**src/rtl/maxmin_band_pkg.sv**
```systemverilog
// Shared types and sizing helpers for the max/min band tracker.
package maxmin_band_pkg;

  typedef enum logic [0:0] {
    ACC   = 1'b0,
    STALL = 1'b1
  } state_e;

  localparam int unsigned DEF_W   = 8;
  localparam int unsigned DEF_WIN = 16;

  // Counter width for a window of win samples; never narrower than one bit.
  function automatic int unsigned cnt_width(input int unsigned win);
    int unsigned w;
    w = $clog2(win);
    return (w < 1) ? 1 : w;
  endfunction

endpackage

```
**src/rtl/maxmin_band_acc.sv**
```systemverilog
// Window max/min accumulator and accept counter; close_o pulses on the accept
// that completes a window, with band_*_o already including that sample.
module maxmin_band_acc
  import maxmin_band_pkg::*;
#(
  parameter int unsigned W   = DEF_W,
  parameter int unsigned WIN = DEF_WIN,
  parameter int unsigned CW  = cnt_width(WIN)
) (
  input  logic          clk,
  input  logic          rst_n,
  input  logic          clr_i,
  input  logic          accept_i,
  input  logic          first_i,
  input  logic [W-1:0]  data_i,
  output logic [CW-1:0] cnt_o,
  output logic [W-1:0]  win_max_o,
  output logic [W-1:0]  win_min_o,
  output logic [W-1:0]  band_max_o,
  output logic [W-1:0]  band_min_o,
  output logic          close_o
);

  localparam logic [CW-1:0] LAST = CW'(WIN - 1);

  logic [CW-1:0] cnt_q, cnt_d;
  logic [W-1:0]  max_q, max_d;
  logic [W-1:0]  min_q, min_d;
  logic [W-1:0]  nmax, nmin;

  always_comb begin
    if (first_i) begin
      nmax = data_i;
      nmin = data_i;
    end else begin
      nmax = (data_i > max_q) ? data_i : max_q;
      nmin = (data_i < min_q) ? data_i : min_q;
    end
  end

  assign close_o = accept_i && (cnt_q == LAST);

  always_comb begin
    cnt_d = cnt_q;
    max_d = max_q;
    min_d = min_q;
    if (clr_i) begin
      cnt_d = '0;
    end else if (accept_i) begin
      cnt_d = close_o ? '0 : cnt_q + 1'b1;
      max_d = nmax;
      min_d = nmin;
    end
  end

  always_ff @(posedge clk or negedge rst_n) begin
    if (!rst_n) begin
      cnt_q <= '0;
      max_q <= '0;
      min_q <= '0;
    end else begin
      cnt_q <= cnt_d;
      max_q <= max_d;
      min_q <= min_d;
    end
  end

  assign cnt_o      = cnt_q;
  assign win_max_o  = max_q;
  assign win_min_o  = min_q;
  assign band_max_o = nmax;
  assign band_min_o = nmin;

endmodule

```
**src/rtl/maxmin_band_tracker.sv**
```systemverilog
// Streaming max/min band generator: FSM, output register and optional sticky
// merge (enabled by defining MAXMIN_BAND_STICKY_EN).
module maxmin_band_tracker
  import maxmin_band_pkg::*;
#(
  parameter int unsigned W   = DEF_W,
  parameter int unsigned WIN = DEF_WIN
) (
  input  logic         clk,
  input  logic         rst_n,
  input  logic         clr,
  input  logic         in_valid,
  output logic         in_ready,
  input  logic [W-1:0] in_data,
  output logic         band_valid,
  input  logic         band_ready,
  output logic [W-1:0] amax,
  output logic [W-1:0] amin
);

  localparam int unsigned CW = cnt_width(WIN);
  localparam logic [0:0] ST_ACC   = ACC;
  localparam logic [0:0] ST_STALL = STALL;

  logic [0:0]    state_q, state_d;
  logic          bv_q, bv_d;
  logic [W-1:0]  amax_q, amax_d;
  logic [W-1:0]  amin_q, amin_d;

  logic          accept, pop, first, close;
  logic [CW-1:0] acc_cnt;
  logic [W-1:0]  held_max, held_min, band_max, band_min;
  logic          load;
  logic [W-1:0]  load_max, load_min, merged_max, merged_min;

  assign in_ready = (state_q == ST_ACC);
  assign accept   = in_valid && in_ready && !clr;
  assign pop      = bv_q && band_ready;
  assign first    = (acc_cnt == '0);

  maxmin_band_acc #(
    .W   (W),
    .WIN (WIN),
    .CW  (CW)
  ) u_acc (
    .clk        (clk),
    .rst_n      (rst_n),
    .clr_i      (clr),
    .accept_i   (accept),
    .first_i    (first),
    .data_i     (in_data),
    .cnt_o      (acc_cnt),
    .win_max_o  (held_max),
    .win_min_o  (held_min),
    .band_max_o (band_max),
    .band_min_o (band_min),
    .close_o    (close)
  );

`ifdef MAXMIN_BAND_STICKY_EN
  // Remembers whether a band has been published since reset or clr.
  logic seen_q, seen_d;

  always_comb begin
    merged_max = (seen_q && amax_q > load_max) ? amax_q : load_max;
    merged_min = (seen_q && amin_q < load_min) ? amin_q : load_min;
    seen_d     = clr ? 1'b0 : (seen_q || load);
  end

  always_ff @(posedge clk or negedge rst_n) begin
    if (!rst_n) seen_q <= 1'b0;
    else        seen_q <= seen_d;
  end
`else
  assign merged_max = load_max;
  assign merged_min = load_min;
`endif

  always_comb begin
    state_d  = state_q;
    bv_d     = bv_q;
    load     = 1'b0;
    load_max = band_max;
    load_min = band_min;
    if (clr) begin
      state_d = ST_ACC;
      bv_d    = 1'b0;
    end else begin
      if (pop) bv_d = 1'b0;
      if (state_q == ST_STALL && pop) begin
        load     = 1'b1;
        load_max = held_max;
        load_min = held_min;
        state_d  = ST_ACC;
      end else if (close) begin
        if (!bv_q || pop) load = 1'b1;
        else              state_d = ST_STALL;
      end
      if (load) bv_d = 1'b1;
    end
  end

  always_comb begin
    amax_d = load ? merged_max : amax_q;
    amin_d = load ? merged_min : amin_q;
  end

  always_ff @(posedge clk or negedge rst_n) begin
    if (!rst_n) begin
      state_q <= ST_ACC;
      bv_q    <= 1'b0;
      amax_q  <= '0;
      amin_q  <= '0;
    end else begin
      state_q <= state_d;
      bv_q    <= bv_d;
      amax_q  <= amax_d;
      amin_q  <= amin_d;
    end
  end

  assign band_valid = bv_q;
  assign amax       = amax_q;
  assign amin       = amin_q;

endmodule

```
**config.mk**
```make
export PLATFORM = sky130hd
export DESIGN_NAME = maxmin_band_tracker
export DESIGN_NICKNAME = d
export VERILOG_FILES = /design/src/rtl/maxmin_band_pkg.sv /design/src/rtl/maxmin_band_acc.sv /design/src/rtl/maxmin_band_tracker.sv
export SDC_FILE = /design/constraint.sdc
export NUM_CORES = 1
export LEC_CHECK = 0
export CORE_MARGIN = 3
export CORE_UTILIZATION = 49
export DETAILED_ROUTE_END_ITERATION = 16
export GPL_TIMING_DRIVEN = 0
export HOLD_SLACK_MARGIN = 0.1
export PLACE_DENSITY = 0.86
export SETUP_SLACK_MARGIN = 0.4
export SYNTH_ARGS = -nofsm -noshare
export SYNTH_HDL_FRONTEND = slang
export SYNTH_SLANG_ARGS = --single-unit
```
**constraint.sdc**
```tcl
create_clock -name clk -period 2 [get_ports clk]
set_input_delay 0.6 -clock clk [delete_from_list [all_inputs] [get_ports clk]]
set_output_delay 0.6 -clock clk [all_outputs]
set_load 0.05 [all_outputs]
```
==> results.json <==
{
  "status": "complete, but fails checks",
  "failed_checks": "negative setup slack",
  "seqPwrFrac_pct": 37.9,
  "ys_types": 37,
  "drive_gt1_share_pct": 58.06,
  "async_reset_ff_share_pct": 100.0,
  "ys_seq_area_share_pct": 43.75,
  "die-area_sq_um": 5271,
  "cp-start-kind": "input pin",
  "worst_hold_slack_ns": 0.4064,
  "p_leak_nw": 1.655,
  "final_nets": 308,
  "cts.sinks": 38,
  "place_hpwl_um": 3375,
  "internal_power_mw": 1.666,
  "antenna_found_initial": 0,
  "io_buffers": 29,
  "hold_buffers": 0,
  "yosys_warnings": 0,
  "tritoncts": "done",
  "cts_buffer_depth": 2,
  "cp.arrival_ns": 2.42,
  "fp-row-count": 23,
  "syn_nets": 232,
  "period_needed_ns": 2.233,
  "fmax_ghz": 0.4477,
  "power_frac_clock_pct": 27.7,
  "timing.rr.start": "u_acc.win_max_o[1]$_DFFE_PN0P_",
  "p_switching_uw": 755.5,
  "cap_violations": 0,
  "drt_iter0_drc": 92,
  "r2r_end": "u_acc.win_max_o[7]$_DFFE_PN0P_",
  "hold_class": "in -> async",
  "synth_most_common_cell": "dfrtp_1",
  "clkLatencyLatePin_ns": 0.30,
  "num_antenna_cells": 0,
  "peakVddDrop_v": 0.0003765,
  "grt.total_usage_pct": 24.93,
  "setup_ws_ns": -0.2334,
  "wl_per_cell_um": 20.38,
  "criticalPathCategory": "in -> reg",
  "switching_share_pct": 31.20,
  "path_max_fanout": 8,
  "rr_worst_depth": 9,
  "rsz0062_at_grt": "true",
  "drt_pass1_iterations": 4,
  "slowest_stage": "or3_1",
  "antenna_left": 0,
  "fill_cells": 228,
  "drv_slew": 0,
  "synthCells": 202,
  "cts-root-buf": "clkbuf_8",
  "multi_input_area_sq_um": 1526,
  "area_growth_syn_to_layout_pct": 55.04,
  "gp_congestion": 0.8010,
  "ys_top_cells_by_area": "dfrtp_1 (44%), mux2_2 (11%), ha_1 (9.8%), mux2_1 (4.1%), a21oi_1 (3.9%)",
  "start_util_pct": 52.45,
  "synth.avg_cell_area_sq_um": 10.76,
  "synth_seq_cells": 38,
  "first_global_vias": 1982,
  "die_y_um": 72.60,
  "grt_max_degree": 39,
  "skew_ns": 0.008603,
  "pwr-share-comb_pct": 34.4,
  "cpLargestDelayFamily": "simple AND/OR/NAND/NOR gates",
  "total_power_mw": 2.421,
  "crit_start": "in_data[6]",
  "synth.cell_area_sq_um": 2173,
  "htreeDepth": 2,
  "viasPerCell": 5.760,
  "setup_violations": 24,
  "pin_count": 31,
  "worst-path-buf-inv": 2,
  "place_ws_ns": -1.169,
  "tightest_slew_ns": 0.8692,
  "drcViolationCount": 0,
  "synth_top_area_share_pct": 43.75,
  "clkSlewWorstSetupHoldPaths_ns": 0.08,
  "slew_headroom_pct": 42.05,
  "hold_viol": 0,
  "cp-end-kind": "flop",
  "crit_path_max_incr_delay_ns": 0.38,
  "cp.required_ns": 2.19,
  "drt_wl_total_um": 6704,
  "path_cells": "buf_2 > ha_4 > nand2_1 > o21ai_0 > nor4_4 > or3_1 > buf_6 > mux2_4",
  "r2r_slack_ns": -0.23,
  "die_w_um": 72.60,
  "regArea_sq_um": 952.2,
  "grt_pass1_wl_um": 9922,
  "grt_overflow": 0,
  "yosysTopAreaCell": "dfrtp_1",
  "ys.flop_type": "dfrtp_1",
  "power_density_nw_per_um2": 718.5,
  "vias": 1895,
  "yosys-top-cells-count": "dfrtp_1 (38), mux2_2 (21), inv_1 (20), nor2_1 (20)",
  "core_sq_um": 4144,
  "synth-edff-count": 0,
  "finalCritPeriodShare_pct": 111.7,
  "cts_buffers": 5
}
## placed cells by master (no fill, tap or decap), types with 3 or more instances in the layout
master / n
inv_2: 8
nand2_1: 8
buf_4: 33
buf_6: 14
inv_1: 12
o22a_1: 8
a21oi_2: 5
dfrtp_1: 37
mux2i_1: 3
o21ai_0: 3
nor2_1: 19
buf_8: 3
ha_4: 14
a21oi_1: 12
nor2b_4: 3
clkbuf_8: 5
mux2_4: 29
buf_2: 19
nor3_4: 3
buf_12: 4
## per-layer routing
| layer | routed length [um] | GRT usage [%] | up-vias |
|---|---|---|---|
| li1 | - | - | 859 |
| met1 | 2816 | 31.03 | 947 |
| met2 | 3374 | 41.78 | 70 |
| met3 | 320 | 5.234 | 19 |
| met4 | 193 | 10.66 | 0 |
| met5 | 0 | 0 | - |
## power groups by stage
| stage | combinational (mW) | sequential (mW) | clock [mW] |
|---|---|---|---|
| after floorplan | 0.390 | 0.908 | 0 |
| after global placement | 0.489 | 0.924 | 0 |
| after detailed placement | 0.514 | 0.932 | 0 |
| after CTS | 0.674 | 0.917 | 0.668 |
| after global routing | 0.888 | 0.928 | 0.711 |
| final | 0.832 | 0.919 | 0.670 |
## state kept, by name, summed over array words and instances (netlist names)
| signal | cells |
|---|---|
| amax | 8 |
| amin | 8 |
| band_valid | 1 |
| state_q | 1 |
| u_acc.cnt_o | 4 |
| u_acc.win_max_o | 8 |
| u_acc.win_min_o | 8 |
## per-stage QoR
stage          area, sq um  utilization [%]  setup TNS [ns]  cells
2_1_floorplan         2385                -          -5.134    202
3_3_place_gp          2738            66.06          -52.72    281
3_5_place_dp          2733            65.94          -33.62    281
4_1_cts               3156            76.15          -1.497    312
5_1_grt               3369            81.31          -5.519    329
6_report              3369            81.31          -3.686    329
## layout make-up
class	instances	share of cell area (%)
well taps	50	1.857
clock inverters	3	1.188
multi-input cells	137	45.30
inverters	20	2.228
repair buffers	69	16.75
plain buffers	7	2.377
clock buffers	5	2.042
flip-flops and latches	38	28.26
## cells by family (layout without fill, tap and decap cells)
| logic type | after synthesis | count (layout) | share of synthesized area (%) |
|---|---|---|---|
| buf+inv | 27 | 104 | 5.469 |
| compound gates | 37 | 37 | 11.34 |
| mux | 32 | 32 | 16.41 |
| xor+xnor | 1 | 1 | 0.4031 |
| simple gates | 50 | 50 | 12.84 |
| flops | 38 | 38 | 43.75 |
| fa+ha+maj | 17 | 17 | 9.787 |
## timing repair
action,CTS,global route
gates resized for setup,184,28
setup endpoints to repair,51,35
endpoints found under the hold margin,0,0
pin swaps,19,13
setup buffers,23,17
## worst max path at each step
stage	endpoint	slack, ns	depth (start not counted)
after floorplan	u_acc.win_max_o[0]$_DFFE_PN0P_	-0.28	8
after global placement	amax[1]$_DFFE_PN0P_	-1.10	8
after detailed placement	u_acc.win_max_o[0]$_DFFE_PN0P_	-1.17	9
after CTS	u_acc.win_max_o[7]$_DFFE_PN0P_	-0.10	9
after global routing	u_acc.win_max_o[5]$_DFFE_PN0P_	-0.30	9
final	u_acc.win_max_o[7]$_DFFE_PN0P_	-0.23	8
Power figures use the tool's default switching activity.
